File: src/rtl/fiber_mshr.sv
// Miss-status holding register file: merges bank misses per line, issues one DRAM
// read per line, and returns each filled line to the bank with its waiter count.
module fiber_mshr #(
   parameter int unsigned ADDR_WIDTH = 64,
   parameter int unsigned DATA_WIDTH = 16,
   parameter int unsigned ENTRIES    = 4,
   parameter int unsigned MERGE_BITS = 3
) (
   input  logic                            i_clk,
   input  logic                            i_reset,
   input  logic [ADDR_WIDTH-1:0]           i_miss_addr,
   input  logic                            i_miss_valid,
   output logic                            o_miss_ready,
   output logic [$clog2(ENTRIES)-1:0]      o_miss_id,
   output logic                            o_miss_merged,
   output logic [ADDR_WIDTH-1:0]           o_dram_addr,
   output logic [$clog2(ENTRIES)-1:0]      o_dram_id,
   output logic                            o_dram_req_valid,
   input  logic                            i_dram_req_ready,
   input  logic [DATA_WIDTH-1:0]           i_dram_data,
   input  logic [$clog2(ENTRIES)-1:0]      i_dram_rid,
   input  logic                            i_dram_rsp_valid,
   output logic                            o_dram_rsp_ready,
   output logic [ADDR_WIDTH-1:0]           o_fill_addr,
   output logic [DATA_WIDTH-1:0]           o_fill_data,
   output logic [MERGE_BITS-1:0]           o_fill_count,
   output logic                            o_fill_valid,
   input  logic                            i_fill_ready
);

   localparam int unsigned IDW = $clog2(ENTRIES);
   localparam logic [MERGE_BITS-1:0] CNT_MAX = '1;

   typedef enum logic [1:0] {
      S_FREE   = 2'd0,
      S_PEND   = 2'd1,
      S_ISSUED = 2'd2,
      S_FILL   = 2'd3
   } ent_st_e;

   ent_st_e                 st_q   [ENTRIES];
   ent_st_e                 st_d   [ENTRIES];
   logic [ADDR_WIDTH-1:0]   addr_q [ENTRIES];
   logic [ADDR_WIDTH-1:0]   addr_d [ENTRIES];
   logic [DATA_WIDTH-1:0]   data_q [ENTRIES];
   logic [DATA_WIDTH-1:0]   data_d [ENTRIES];
   logic [MERGE_BITS-1:0]   cnt_q  [ENTRIES];
   logic [MERGE_BITS-1:0]   cnt_d  [ENTRIES];

   logic            hit, fill_hit, free_any, pend_any, fill_any;
   logic [IDW-1:0]  hit_id, free_id, pend_id, fill_id;
   logic [MERGE_BITS-1:0] hit_cnt;
   logic            miss_acc, dram_acc, fill_acc;

   // Lookup and lowest-index selection, all from registered state
   always_comb begin
      hit      = 1'b0;
      hit_id   = '0;
      hit_cnt  = '0;
      fill_hit = 1'b0;
      free_any = 1'b0;
      free_id  = '0;
      pend_any = 1'b0;
      pend_id  = '0;
      fill_any = 1'b0;
      fill_id  = '0;
      for (int i = 0; i < ENTRIES; i++) begin
         if ((st_q[i] == S_PEND || st_q[i] == S_ISSUED) && addr_q[i] == i_miss_addr && !hit) begin
            hit     = 1'b1;
            hit_id  = IDW'(i);
            hit_cnt = cnt_q[i];
         end
         if (st_q[i] == S_FILL && addr_q[i] == i_miss_addr) fill_hit = 1'b1;
         if (st_q[i] == S_FREE && !free_any) begin
            free_any = 1'b1;
            free_id  = IDW'(i);
         end
         if (st_q[i] == S_PEND && !pend_any) begin
            pend_any = 1'b1;
            pend_id  = IDW'(i);
         end
         if (st_q[i] == S_FILL && !fill_any) begin
            fill_any = 1'b1;
            fill_id  = IDW'(i);
         end
      end
   end

   always_comb begin
      o_miss_ready = 1'b0;
      if (!i_reset && !fill_hit) o_miss_ready = hit ? (hit_cnt != CNT_MAX) : free_any;
   end

   assign o_miss_merged    = hit & ~i_reset;
   assign o_miss_id        = hit ? hit_id : free_id;
   assign o_dram_req_valid = pend_any & ~i_reset;
   assign o_dram_addr      = addr_q[pend_id];
   assign o_dram_id        = pend_id;
   assign o_dram_rsp_ready = 1'b1;
   assign o_fill_valid     = fill_any & ~i_reset;
   assign o_fill_addr      = addr_q[fill_id];
   assign o_fill_data      = data_q[fill_id];
   assign o_fill_count     = cnt_q[fill_id];

   assign miss_acc = i_miss_valid & o_miss_ready;
   assign dram_acc = o_dram_req_valid & i_dram_req_ready;
   assign fill_acc = o_fill_valid & i_fill_ready;

   // Per-entry next state; the four events always target distinct entries except
   // merge+issue and merge+response, which touch disjoint fields
   always_comb begin
      for (int i = 0; i < ENTRIES; i++) begin
         st_d[i]   = st_q[i];
         addr_d[i] = addr_q[i];
         data_d[i] = data_q[i];
         cnt_d[i]  = cnt_q[i];
      end
      if (dram_acc) st_d[pend_id] = S_ISSUED;
      if (i_dram_rsp_valid && st_q[i_dram_rid] == S_ISSUED) begin
         st_d[i_dram_rid]   = S_FILL;
         data_d[i_dram_rid] = i_dram_data;
      end
      if (miss_acc) begin
         if (hit) begin
            cnt_d[hit_id] = cnt_q[hit_id] + MERGE_BITS'(1);
         end else begin
            st_d[free_id]   = S_PEND;
            addr_d[free_id] = i_miss_addr;
            cnt_d[free_id]  = MERGE_BITS'(1);
         end
      end
      if (fill_acc) begin
         st_d[fill_id]  = S_FREE;
         cnt_d[fill_id] = '0;
      end
   end

   always_ff @(posedge i_clk or posedge i_reset) begin
      if (i_reset) begin
         for (int i = 0; i < ENTRIES; i++) begin
            st_q[i]   <= S_FREE;
            addr_q[i] <= '0;
            data_q[i] <= '0;
            cnt_q[i]  <= '0;
         end
      end else begin
         for (int i = 0; i < ENTRIES; i++) begin
            st_q[i]   <= st_d[i];
            addr_q[i] <= addr_d[i];
            data_q[i] <= data_d[i];
            cnt_q[i]  <= cnt_d[i];
         end
      end
   end

endmodule
File: config.mk
export PLATFORM = sky130hd
export DESIGN_NAME = fiber_mshr
export DESIGN_NICKNAME = d
export VERILOG_FILES = /design/src/rtl/fiber_mshr.sv
export SDC_FILE = /design/constraint.sdc
export NUM_CORES = 1
export LEC_CHECK = 0
export BUFFER_PORTS_ARGS = -buffer_cell sky130_fd_sc_hd__buf_2
export CAP_MARGIN = 20
export CORE_ASPECT_RATIO = 1.2
export CORE_MARGIN = 3
export CORE_UTILIZATION = 51
export CTS_CLUSTER_DIAMETER = 50
export DETAILED_ROUTE_END_ITERATION = 10
export PLACE_DENSITY_LB_ADDON = 0.25
export SLEW_MARGIN = 0
export SYNTH_ARGS = -nofsm -noshare
export SYNTH_HDL_FRONTEND = slang
export SYNTH_SLANG_ARGS = --single-unit
File: constraint.sdc
create_clock -name i_clk -period 38.8 [get_ports i_clk]
set_clock_uncertainty 0.2 [all_clocks]
set_input_delay 9.7 -clock i_clk [delete_from_list [all_inputs] [get_ports i_clk]]
set_output_delay 9.7 -clock i_clk [all_outputs]
set_load 0.01 [all_outputs]
* Word level (Yosys, flattened, before mapping)
Cells that the tools add are included.
** Word-level totals
- Flip-flop bits (word level) :: 340
- Input port bits :: 88
- Output and inout bits :: 156
- Word-level logic and storage cells :: 208
** Cells by class
- Add/subtract/negate cells :: 1
- Magnitude comparators :: 10
- Equality and inequality tests :: 18
- Muxes and demuxes :: 86
- Bitwise gates (word level) :: 27
- Reduce and logical (&&, ||, !) cells :: 50
** Operator list (count)
- 2-to-1 mux 64 bit :: 5
- binary-select mux 64 bit (select 2 bit) :: 2
- bitwise mux 256 bit :: 1
- == test 64 bit :: 4
- demux 64 bit (select 2 bit) :: 1
- bitwise mux 64 bit :: 1
- 2-to-1 mux 16 bit :: 3
- 2-to-1 mux 8 bit :: 5
- 2-to-1 mux 12 bit :: 3
- 2-to-1 mux 3 bit :: 11
- binary-select mux 16 bit (select 2 bit) :: 1
- demux 16 bit (select 2 bit) :: 1
- 2-to-1 mux 2 bit :: 15
- logical AND 1 bit :: 27
- 2-to-1 mux 1 bit :: 26
- demux 3 bit (select 2 bit) :: 3
- == test 2 bit, second input constant :: 9
- AND 8 bit :: 2
- demux 2 bit (select 2 bit) :: 4
- inverter 8 bit :: 2
- >= comparator 3 bit, second input constant :: 5
- < comparator 3 x 1 -> 1 bit, second input constant :: 5
- inverter 2 -> 3 bit :: 5
- logical NOT 1 bit :: 14
- 17 further kinds :: 37

* Longest topological paths before layout
- Depth in word-level cells :: 26
- Mapped depth :: 16
- Gate-level depth less buffers :: 14

* Worst setup path after synthesis
No wires, ideal clock.
- Path type :: input-to-output
- Start :: input i_miss_addr[3]
- End :: output o_miss_ready
- Arrival time :: 12.099 ns
- Required time :: 28.900 ns
- Slack :: 16.801 ns
- Stages :: 11
- Path buffers :: 2
- Cell sequence :: buf_4 inv_2 a2111o_1 nor4_1 nand4_1 or4b_1 buf_2 and4_4 a211oi_2 o21ai_0 nor2_1
** On the way
- Longest elaborated chain between the ends :: 15
- Elaborated cells on any way between the ends :: 35
- Those cells by class :: 5 x eq/ne; 14 x mux; 16 x reduce/logical
** Ends and longest elaborated chain
- start: declaration :: RTL line 11 : input logic [ADDR_WIDTH-1:0] i_miss_addr,
- == test 64 bit :: RTL line 68, 73
- logical AND 1 bit :: RTL line 68 : if ((st_q[i] == S_PEND || st_q[i] == S_ISSUED) && addr_q[i] == i_miss_addr && !hit) begin
- 2-to-1 mux 1 bit :: RTL line 68
- logical NOT 1 bit :: RTL line 68
- logical AND 1 bit :: RTL line 68
- 2-to-1 mux 1 bit :: RTL line 68
- logical NOT 1 bit :: RTL line 68
- logical AND 1 bit :: RTL line 68
- 2-to-1 mux 1 bit :: RTL line 68
- logical NOT 1 bit :: RTL line 68
- logical AND 1 bit :: RTL line 68
- 2-to-1 mux 3 bit :: RTL line 68
- inequality test 3 bit :: RTL line 91 : if (!i_reset && !fill_hit) o_miss_ready = hit ? (hit_cnt != CNT_MAX) : free_any;
- 2-to-1 mux 1 bit :: RTL line 91
- 2-to-1 mux 1 bit * :: RTL line 91
- end: declaration :: RTL line 13 : output logic o_miss_ready,
Mark *: on every way between the ends. The rest lies on a longest branch, timed or not.

* Final worst setup path
- Start :: input i_miss_addr[42]
- End :: output o_miss_ready
Same word-level chain as after synthesis.

==> flow_summary.yaml <==
run_status:
  outcome: "finished clean"
clocking:
  worst_path_clk_slew_ns: 0.06
  clock_sinks: 340
  ctsLongestPathBuffers: 3
  ctsRootBufferMaster: "sky130_fd_sc_hd__clkbuf_16"
  postCtsSetupBuffers: 0
  htree_num_levels: 2
  cts_tree: "done"
  worstSkewPairLatency_ns: 0.56
  number_of_buffers_created_by_cts: 41
  post_cts_resize_count: 0
  post_cts_hold_buffer_count: 0
routing:
  num_vias: 15510
  route.antenna.remaining_nets: 0
  first_iter_violations: 1560
  drt_wl_total_mm: 68.11
  wl_per_cell_um: 27.43
  number_of_remaining_drc_errors: 0
  first_pass_iters: 7
  post_drt_via_cell_ratio: 6.245
worst_setup_path:
  crit_path_start_kind: "input pin"
  reg2reg_setup_slack_ns: 32.16
  reg2reg_depth: 11
  cp_data_arrival_time_ns: 13.66
  critical_path_peak_fanout: 15
  critPathRequiredTime_ns: 28.90
  critPathKind: "in2out"
  critical_path.endpoint_type: "primary output"
timing:
  grt_setup_unrepaired: "no"
  worst-slew-pin-transition_ns: 1.161
  slew_viol_final: 0
  timing.fmax_ghz: 0.04245
  setup-tns-final_ns: 0
  min_period_over_period_pct: 60.71
  setup-violations-final: 0
  post-route-min-period_ns: 23.56
  finalHoldViolCount: 0
  max_slew_margin_pct: 22.59
placement:
  numPortBuffers: 242
  placedInstanceArea_mm2: 0.02200
  gp_congestion: 0.9839
  dp.final_hpwl_mm: 48.09
synth:
  ys_seq_area_share_pct: 41.21
  synth-main-ff-cell: "sky130_fd_sc_hd__dfrtp_1"
  synthesis.area_mm2: 0.02064
  syn-num-nets: 1880
  ys_seq_elements: 340
  synth_edf_count: 0
  synthesis.yosys.warnings: 0
  synth_cells: 1779
  avgSynthCellArea_um2: 11.60
  synth_cell_types: 57
  async_reset_ff_share_pct: 100.0
global_route:
  grt_max_degree: 150
  grt_overflow: 0
  grt_first_pass_wirelength_mm: 101.5
  grt_pass1_vias: 15650
  antenna_found_initial: 6
  global_route.usage.total_pct: 31.41
cells_and_area:
  mostFrequentLayoutCell: "sky130_fd_sc_hd__dfrtp_1"
  finish.net_count: 2021
  layout-area-overhead-vs-synth_pct: 13.16
  layout.cells.most_common_list: "sky130_fd_sc_hd__dfrtp_1 (340), sky130_fd_sc_hd__mux2_2 (269), sky130_fd_sc_hd__buf_2 (242)"
  final_layout_size_suffix_gt1_share_pct: 37.96
  fin_area_mm2: 0.02336
  utilization_pct: 58.64
die:
  start_util_pct: 51.82
  floorplan.die.height_um: 226.4
  die_w_um: 189.7
  row_count: 80
  top_level_ports: 244
  die-area_mm2: 0.04294
  area_of_the_core_mm2: 0.03984
power_and_ir_drop:
  leakagePower_nw: 10.14
  peakVddDrop_v: 0.00007240
  power-per-cell-area_mw_per_mm2: 109.2
job:
  drv.max_cap_violation_count: 0
hold_path:
  worstHoldPathCells: 1
  hold_path.class: "reg2reg"
[layer usage]
metal	GRT usage [%]	vias to the layer above	wire (um)
met3	6.634	160	5109
met5	0	-	29
met1	39.81	7907	26320
met4	15.24	6	3872
li1	-	6724	-
met2	51.62	709	32790
[path summary, 6_finish.rpt]
path | end | from
worst max-delay path | o_miss_ready | i_miss_addr[42]
worst min-delay path | data_q[28] | data_q[28]
worst max register to register | addr_q[103] | addr_q[234]
worst min register to register | data_q[28] | data_q[28]
max in group asynchronous | addr_q[161] | i_reset
min in group asynchronous | st_q[0] | i_reset
[through the flow]
step	hold WS (ns)	power (mW)	std cells	setup slack, ns
detailed placement	0.2902	2.149	2410	15.25
CTS	0.3033	2.550	2480	15.26
floorplan	0.2739	1.594	1779	16.80
finish	0.3009	2.552	2483	15.24
global placement	0.2816	2.122	2409	15.21
global route	0.3136	2.681	2483	15.14
[worst max-delay path, cell delays in order]
cell                       delay (ns)
sky130_fd_sc_hd__buf_2           0.16
sky130_fd_sc_hd__xor2_1          0.25
sky130_fd_sc_hd__nor4_1          0.94
sky130_fd_sc_hd__nand4_1         0.24
sky130_fd_sc_hd__nor4_1          0.80
sky130_fd_sc_hd__nand2_1         0.55
sky130_fd_sc_hd__and4_4          0.34
sky130_fd_sc_hd__a211oi_2        0.27
sky130_fd_sc_hd__o21ai_0         0.12
sky130_fd_sc_hd__nor2_1          0.13
sky130_fd_sc_hd__buf_2           0.14
[final cells by class]
type / instances / area (um2)
diodes: 3 / 7.507
clock buffers: 51 / 1114
clock inverters: 19 / 237.7
fillers: 3388 / 16480
inverters: 23 / 96.34
multi-input cells: 1253 / 11360
flip-flops and latches: 340 / 8508
well taps: 533 / 666.9
repair buffers: 261 / 1374
[flip-flops by register name, summed over array words and instances (netlist names)]
register,cells
st_q,8
addr_q,256
cnt_q,12
data_q,64
[cell usage after synthesis, types with 5 or more instances]
library cell | count | area share [%]
sky130_fd_sc_hd__o21a_1 | 5 | 0.18
sky130_fd_sc_hd__buf_4 | 13 | 0.47
sky130_fd_sc_hd__xor2_1 | 208 | 8.8
sky130_fd_sc_hd__nand2_1 | 153 | 2.8
sky130_fd_sc_hd__o21ai_0 | 21 | 0.51
sky130_fd_sc_hd__and3_1 | 7 | 0.21
sky130_fd_sc_hd__and2_1 | 70 | 2.1
sky130_fd_sc_hd__nor2_1 | 24 | 0.44
sky130_fd_sc_hd__clkbuf_1 | 109 | 2.0
sky130_fd_sc_hd__a21oi_1 | 12 | 0.29
sky130_fd_sc_hd__nand3_1 | 12 | 0.29
sky130_fd_sc_hd__ha_1 | 13 | 0.79
sky130_fd_sc_hd__buf_1 | 19 | 0.35
sky130_fd_sc_hd__xnor2_1 | 40 | 1.7
sky130_fd_sc_hd__nor4_1 | 62 | 1.9
sky130_fd_sc_hd__inv_1 | 22 | 0.40
sky130_fd_sc_hd__buf_2 | 13 | 0.32
sky130_fd_sc_hd__mux2_2 | 269 | 15
sky130_fd_sc_hd__nor3_1 | 6 | 0.15
sky130_fd_sc_hd__mux2_4 | 44 | 3.2
sky130_fd_sc_hd__a211oi_1 | 66 | 2.4
sky130_fd_sc_hd__a31oi_1 | 69 | 2.1
sky130_fd_sc_hd__dfrtp_1 | 340 | 41
sky130_fd_sc_hd__nor2b_1 | 13 | 0.39
sky130_fd_sc_hd__mux4_2 | 83 | 9.1
sky130_fd_sc_hd__buf_6 | 9 | 0.49
sky130_fd_sc_hd__nand4_1 | 26 | 0.79
sky130_fd_sc_hd__o22ai_1 | 8 | 0.24
[power breakdown]
group          internal, mW  leakage, nW  total [mW]  switching (mW)
clock network         0.231        0.651       0.391           0.159
logic                 0.643         5.32        1.45           0.804
registers             0.529         4.17       0.714           0.185
[kinds of logic after synthesis]
kind of cell    synth area share [%]
buf+inv                        4.024
flops                          41.21
fa+ha+maj                     0.7879
compound gates                 6.655
mux                            27.12
other cells                  0.01817
simple gates                   9.655
xor+xnor                       10.52
No activity file was read; power rests on OpenSTA's default activity.
